`config.mk`:
```
export PLATFORM = sky130hd
export DESIGN_NAME = clb_cfg_loader
export DESIGN_NICKNAME = d
export VERILOG_FILES = /design/src/rtl/clb_cfg_pkg.sv /design/src/rtl/clb_cfg_shadow.sv /design/src/rtl/clb_cfg_loader.sv
export SDC_FILE = /design/constraint.sdc
export NUM_CORES = 1
export LEC_CHECK = 0
export CAP_MARGIN = 15
export CORE_MARGIN = 2
export CORE_UTILIZATION = 50
export DETAILED_ROUTE_END_ITERATION = 16
export HOLD_SLACK_MARGIN = 0.12
export PLACE_DENSITY = 0.72
export SYNTH_ARGS = -nofsm -noshare
export SYNTH_HDL_FRONTEND = slang
export SYNTH_SLANG_ARGS = --single-unit
```
`constraint.sdc`:
```
create_clock -name clk -period 2.4 [get_ports clk]
set_input_delay 0.72 -clock clk [delete_from_list [all_inputs] [get_ports clk]]
set_output_delay 0.72 -clock clk [all_outputs]
set_load 0.005 [all_outputs]
```
`src/rtl/clb_cfg_pkg.sv`:
```
// Shared definitions for the CLB configuration loader.
//   - cfg_state_e : loader FSM states
//   - CLB cfg bus layout constants (LUT / DFF / OMUX / carry-chain fields)
//   - cfg_nwords(): number of WORD_W words needed to cover CFG_SIZE bits
package clb_cfg_pkg;

    typedef enum logic [2:0] {
        ST_IDLE   = 3'd0,
        ST_LOAD   = 3'd1,
        ST_COMMIT = 3'd2,
        ST_HOLD   = 3'd3,
        ST_RUN    = 3'd4,
        ST_ERR    = 3'd5
    } cfg_state_e;

    // CLB cfg bus layout: two LUT tables, then DFF, output-mux and carry-chain fields.
    localparam int unsigned CFG_LUT_SIZE  = 33;
    localparam int unsigned CFG_LUT_OFS   = 0;
    localparam int unsigned CFG_DFF_OFS   = 2 * CFG_LUT_SIZE;
    localparam int unsigned CFG_DFF_SIZE  = 4;
    localparam int unsigned CFG_OMUX_OFS  = CFG_DFF_OFS + CFG_DFF_SIZE;
    localparam int unsigned CFG_OMUX_SIZE = 4;
    localparam int unsigned CFG_CC_OFS    = CFG_OMUX_OFS + CFG_OMUX_SIZE;
    localparam int unsigned CFG_CC_SIZE   = 2;

    // Width of the post-commit fabric reset counter (RST_CYCLES is 1..15).
    localparam int unsigned HOLD_W = 4;

    function automatic int unsigned cfg_nwords(input int unsigned cfg_size,
                                               input int unsigned word_w);
        return (cfg_size + word_w - 1) / word_w;
    endfunction

endpackage

```
`src/rtl/clb_cfg_shadow.sv`:
```
// Shadow register for one CLB configuration, written one word at a time.
//   clk, crst_n : clock, async active-low reset (clears the shadow)
//   clr_i       : synchronous clear of the whole shadow
//   we_i, idx_i : write wdata_i into word slot idx_i
//   wdata_i     : configuration word
//   data_o      : full-width shadow contents
module clb_cfg_shadow
    import clb_cfg_pkg::*;
#(
    parameter int unsigned CFG_SIZE = 256,
    parameter int unsigned WORD_W   = 32,
    parameter int unsigned NWORDS   = 8,
    parameter int unsigned IDX_W    = 4
) (
    input  logic                clk,
    input  logic                crst_n,
    input  logic                clr_i,
    input  logic                we_i,
    input  logic [IDX_W-1:0]    idx_i,
    input  logic [WORD_W-1:0]   wdata_i,
    output logic [CFG_SIZE-1:0] data_o
);

    // One register per word slot; the last slot is narrowed so bits beyond CFG_SIZE are never stored.
    for (genvar k = 0; k < NWORDS; k++) begin : g_word
        localparam int unsigned LO = k * WORD_W;
        localparam int unsigned WK = ((CFG_SIZE - LO) < WORD_W) ? (CFG_SIZE - LO) : WORD_W;

        logic [WK-1:0] word_q;

        always_ff @(posedge clk or negedge crst_n) begin
            if (!crst_n) begin
                word_q <= '0;
            end else if (clr_i) begin
                word_q <= '0;
            end else if (we_i && (idx_i == IDX_W'(k))) begin
                word_q <= wdata_i[WK-1:0];
            end
        end

        assign data_o[LO +: WK] = word_q;
    end

endmodule

```
`src/rtl/clb_cfg_loader.sv`:
```
// Configuration controller for one CLB tile: collects a word stream into a
// shadow register, commits it atomically to cfg_o and sequences fab_rst/fab_ce.
//   clk, crst_n        : clock, async active-low reset
//   start, abort       : single-cycle control pulses
//   s_valid/s_ready    : word handshake; s_data word k -> cfg bits [k*WORD_W +: WORD_W]
//   s_last             : marks final word of a load
//   cfg_o              : committed configuration to the CLB
//   fab_rst, fab_ce    : CLB reset (active high) and clock enable
//   busy, done, err    : status (busy outside IDLE/RUN/ERR, done in RUN, err in ERR)
//   word_cnt           : words accepted in the current load
module clb_cfg_loader
    import clb_cfg_pkg::*;
#(
    parameter  int unsigned CFG_SIZE   = 256,
    parameter  int unsigned WORD_W     = 32,
    parameter  int unsigned RST_CYCLES = 2,
    localparam int unsigned NWORDS     = cfg_nwords(CFG_SIZE, WORD_W),
    localparam int unsigned CNT_W      = $clog2(NWORDS + 1)
) (
    input  logic                clk,
    input  logic                crst_n,
    input  logic                start,
    input  logic                abort,
    input  logic                s_valid,
    output logic                s_ready,
    input  logic [WORD_W-1:0]   s_data,
    input  logic                s_last,
    output logic [CFG_SIZE-1:0] cfg_o,
    output logic                fab_rst,
    output logic                fab_ce,
    output logic                busy,
    output logic                done,
    output logic                err,
    output logic [CNT_W-1:0]    word_cnt
);

    cfg_state_e          state_q, state_d;
    logic [CNT_W-1:0]    cnt_q, cnt_d;
    logic [HOLD_W-1:0]   hold_q, hold_d;
    logic [CFG_SIZE-1:0] cfg_q, cfg_d;
    logic                s_ready_q, s_ready_d;
    logic                busy_q, busy_d;
    logic                done_q, done_d;
    logic                err_q, err_d;
    logic                fab_rst_q, fab_rst_d;
    logic                fab_ce_q, fab_ce_d;

    logic                shadow_clr;
    logic                shadow_we;
    logic [CFG_SIZE-1:0] shadow;
    logic                accept;
    logic                last_idx;

    clb_cfg_shadow #(
        .CFG_SIZE (CFG_SIZE),
        .WORD_W   (WORD_W),
        .NWORDS   (NWORDS),
        .IDX_W    (CNT_W)
    ) u_shadow (
        .clk     (clk),
        .crst_n  (crst_n),
        .clr_i   (shadow_clr),
        .we_i    (shadow_we),
        .idx_i   (cnt_q),
        .wdata_i (s_data),
        .data_o  (shadow)
    );

    // s_ready_q is only ever high in LOAD, so it doubles as the acceptance qualifier.
    assign accept   = s_valid && s_ready_q;
    assign last_idx = (cnt_q == CNT_W'(NWORDS - 1));

    // State and output registers.
    always_ff @(posedge clk or negedge crst_n) begin
        if (!crst_n) begin
            state_q   <= ST_IDLE;
            cnt_q     <= '0;
            hold_q    <= '0;
            cfg_q     <= '0;
            s_ready_q <= 1'b0;
            busy_q    <= 1'b0;
            done_q    <= 1'b0;
            err_q     <= 1'b0;
            fab_rst_q <= 1'b1;
            fab_ce_q  <= 1'b0;
        end else begin
            state_q   <= state_d;
            cnt_q     <= cnt_d;
            hold_q    <= hold_d;
            cfg_q     <= cfg_d;
            s_ready_q <= s_ready_d;
            busy_q    <= busy_d;
            done_q    <= done_d;
            err_q     <= err_d;
            fab_rst_q <= fab_rst_d;
            fab_ce_q  <= fab_ce_d;
        end
    end

    // Next-state, datapath controls and next output values.
    always_comb begin
        state_d    = state_q;
        cnt_d      = cnt_q;
        hold_d     = hold_q;
        cfg_d      = cfg_q;
        shadow_clr = 1'b0;
        shadow_we  = 1'b0;

        unique case (state_q)
            ST_IDLE, ST_RUN, ST_ERR: begin
                if (start) begin
                    state_d    = ST_LOAD;
                    cnt_d      = '0;
                    shadow_clr = 1'b1;
                end
            end
            ST_LOAD: begin
                // abort has priority over a word arriving in the same cycle
                if (abort) begin
                    state_d = ST_ERR;
                end else if (accept) begin
                    shadow_we = 1'b1;
                    cnt_d     = cnt_q + CNT_W'(1);
                    if (last_idx) begin
                        state_d = s_last ? ST_COMMIT : ST_ERR;
                    end else if (s_last) begin
                        state_d = ST_ERR;
                    end
                end
            end
            ST_COMMIT: begin
                cfg_d   = shadow;
                hold_d  = HOLD_W'(RST_CYCLES);
                state_d = ST_HOLD;
            end
            ST_HOLD: begin
                if (hold_q <= HOLD_W'(1)) begin
                    state_d = ST_RUN;
                end else begin
                    hold_d = hold_q - HOLD_W'(1);
                end
            end
            default: begin
                state_d = ST_IDLE;
            end
        endcase

        s_ready_d = (state_d == ST_LOAD);
        busy_d    = !((state_d == ST_IDLE) || (state_d == ST_RUN) || (state_d == ST_ERR));
        done_d    = (state_d == ST_RUN);
        err_d     = (state_d == ST_ERR);
        // Fabric controls follow the current state, so they switch one edge after a state change.
        fab_rst_d = (state_q != ST_RUN);
        fab_ce_d  = (state_q == ST_RUN);
    end

    assign s_ready  = s_ready_q;
    assign cfg_o    = cfg_q;
    assign fab_rst  = fab_rst_q;
    assign fab_ce   = fab_ce_q;
    assign busy     = busy_q;
    assign done     = done_q;
    assign err      = err_q;
    assign word_cnt = cnt_q;

endmodule

```
==> metrics.md, run 1 <==
| Metric | Value |
|---|---|
| Pre-Repair DR Iteration Count | `5` |
| CTS Sinks | `529` |
| Max Freq | `425 MHz` |
| Die outline height | `209 µm` |
| Hpwl dp | `34.8 mm` |
| Fin crit share | `0.979` |
| Gr usage total | `0.239` |
| Post-CTS Setup Bufs | `0` |
| Maxcap violations | `0` |
| Worst VDD drop | `0.528 mV` |
| Most area-consuming cells after synthesis | `dfrtp_1 63%, mux2_2 14%, mux2i_1 7.6%, nand2_1 3.5%, nor2_1 3.0%` |
| Total power | `20.7 mW` |
| GPL Wtd Cong | `0.779` |
| Switching share of total power | `0.250` |
| Die W | `209 µm` |
| Total number of vias | `13300` |
| Core box area | `0.0418 mm²` |
| Sequential share of the synthesized area | `0.628` |
| I/O Pins | `304` |
| Power Dens Cells | `768 mW/mm²` |
| Wirelength per Cell | `20.7 µm` |
| Cell variety after synth | `49` |
| Area share of the leading cell type in the synthesized netlist | `0.627` |
| Maximum fanout along the worst path | `7` |
| Clk root buf | `clkbuf_16` |
| Register clock-pin slew on the reported worst setup and hold paths | `0.06 ns` |
| Synth Warn # | `0` |
| Iteration-0 DRC Markers | `887` |
| RSZ-0062 raised after global routing | `false` |
| Antenna violations before repair | `0` |
| Total grt overflow | `0` |
| CP top delay family | `buffers and inverters` |
| Final WL | `51.6 mm` |
| Global-route wire length before repair | `81.7 mm` |
| Measured slew at the worst slew-check pin | `0.634 ns` |
| Final Max Tran Viols | `0` |
| Int Power | `15.5 mW` |
| Ys async rst share | `1.00` |
| # nets final | `1958` |
| Area occupied by multi-input gates | `0.00704 mm²` |
| Cell Chain, Critical Path | `clkdlybuf4s50_1` |
| Pre-CTS setup slack | `-0.0107 ns` |
| Largest net degree at the start of global routing | `62` |
| CP max stage delay | `0.57 ns` |
| TritonCTS Buffers | `53` |
| Area delta synth->final | `27.8%` |
| Post-synth EDFFs | `0` |
| Worst Setup End Kind | `primary output` |
| CTS tree | `done` |
| Rows | `75` |
| CP required | `1.68 ns` |
| Slew margin rel. | `0.576` |
| Register Area | `0.0132 mm²` |
| Top FF cell, synth | `dfrtp_1` |
| Syn Area/Cell | `13.1 µm²` |
| Detail Route Antenna Nets | `0` |
| Area of the mapped netlist | `0.0211 mm²` |
| Post-Syn Nets | `1656` |
| WS Path Type | `reg2out` |
| Final setup skew | `0.0207 ns` |
| Starting density of the core | `0.505` |
| Critical path buffers and inverters | `1` |
| Cell taking the most area after synthesis | `dfrtp_1` |
| Final worst slack | `0.0494 ns` |
| FILL cells | `3107` |
| Final worst path period need | `2.35 ns` |
| Most frequent cells in the layout | `527 x dfrtp_1, 302 x clkdlybuf4s50_1, 256 x mux2_2` |
| H-tree depth | `2` |
| Worst-case clock buffer depth | `3` |
| Lkg Pwr | `13.8 nW` |
| Vias in the first global route | `14100` |
| IO Port Bufs | `303` |
| #FFs+latches synth | `529` |
| Via density | `5.34` |
| Drc violations | `0` |
| Worst Hold Class | `reg2reg` |
| Die area | `0.0438 mm²` |
| Final setup viols | `0` |
| Arrival @ worst endpoint | `1.63 ns` |
| Seq pwr share | `0.477` |
| ANT cells | `0` |
| Clock share of power | `0.412` |
| Logic pwr share | `0.111` |
| Crit path launch type | `register` |
| Reg2reg setup slack | `0.35 ns` |
| Psw | `5.17 mW` |
| CP max stage cell | `clkdlybuf4s50_1` |
| Status | `finished, final reports clean` |
| Share of layout cells above drive strength 1 | `0.235` |
| Hold Fails Final Rpt | `0` |
| Synth Instances | `1612` |
| Commonest non-fill, non-tap cell in the layout | `dfrtp_1` |
| Worst-Skew Late Latency | `0.60 ns` |
## final timing paths
path,startpoint,end,cells past startpoint
max reg2reg,state_q[2],cfg_o[153],5
min in group asynchronous,crst_n,cfg_o[7],2
min reg2reg,u_shadow.g_word[0].word_q[16],cfg_o[16],1
max,word_cnt[2],word_cnt[2],1
max in group asynchronous,crst_n,cfg_o[231],3
min,u_shadow.g_word[0].word_q[16],cfg_o[16],1
## logic make-up (layout without fill, tap and decap cells)
group,count (synthesis),in the layout,synth area share
XOR/XNOR,1,1,0.000415
buffers and inverters,142,485,0.0388
adder cells (fa/ha/maj),6,6,0.00356
flip-flops,529,529,0.628
multiplexers,417,417,0.213
AO/OA/AOI/OAI,121,121,0.0370
AND/OR/NAND/NOR,396,396,0.0792
## cells in the mapped netlist, drive strengths merged (3+ instances only)
library cell / instances
mux2i: 161
clkbuf: 15
nand2: 195
inv: 12
and4: 3
nor2: 167
a31oi: 3
a2bb2oi: 3
a21oi: 100
nor3: 3
mux2: 256
nand4: 8
ha: 6
a21o: 3
buf: 115
dfrtp: 528
## cell type report
| type | instances | share of cell area |
|---|---|---|
| Sequential cell | 529 | 0.491 |
| Multi-Input combinational cell | 941 | 0.261 |
| Timing Repair Buffer | 377 | 0.153 |
| Clock buffer | 79 | 0.0589 |
| Tap cell | 539 | 0.0250 |
| Clock inverter | 17 | 0.00873 |
| Inverter | 12 | 0.00167 |
## per-stage QoR
stage	instances	instance area, µm²	hold slack (ns)	TNS, ns	utilization
finish	2494	26900	0.503	0	0.645
global route	2494	26900	0.516	0	0.645
CTS	2494	26900	0.505	0	0.645
detailed placement	2397	25100	0.493	-0.0230	0.601
global placement	2397	25100	0.485	0	0.601
floorplan	1612	21100	0.424	0	-
## repair_timing
action,in CTS,in global routing
endpoints found under the setup margin,1,0
gates resized for setup,1,0
endpoints found under the hold margin,13,0
hold buffers,1,0
## sequential cells by signal, summed over array words and instances (netlist names)
register / count
u_shadow.g_word.word_q: 256
done: 1
fab_rst: 1
s_ready: 1
hold_q: 4
err: 1
word_cnt: 4
busy: 1
cfg_o: 256
fab_ce: 1
state_q: 3
## metal layers
metal | track usage | routed length, µm | vias to the layer above
li1 | - | - | 6025
met1 | 0.319 | 22100 | 6833
met2 | 0.392 | 24900 | 373
met3 | 0.0540 | 3270 | 86
met4 | 0.0793 | 1370 | 0
met5 | 0 | 0 | -
## power by group through the flow
stage / clock network, mW / logic [mW] / registers [mW]
2_1_floorplan: 0 / 1.40 / 9.89
3_3_place_gp: 0 / 2.26 / 9.97
3_5_place_dp: 0 / 2.32 / 10.0
4_1_cts: 8.73 / 2.33 / 9.85
5_1_grt: 9.10 / 2.53 / 9.92
6_report: 8.53 / 2.30 / 9.86
Note: power is estimated with default switching activity, not from simulation.
==> run 2, diff against run 1 <==
- CTS_CLUSTER_SIZE: unset -> 24
- SKIP_LAST_GASP: unset -> 1
==> results of run 2 <==
No change in the layout: final DEF, timing and power equal those of run 1.
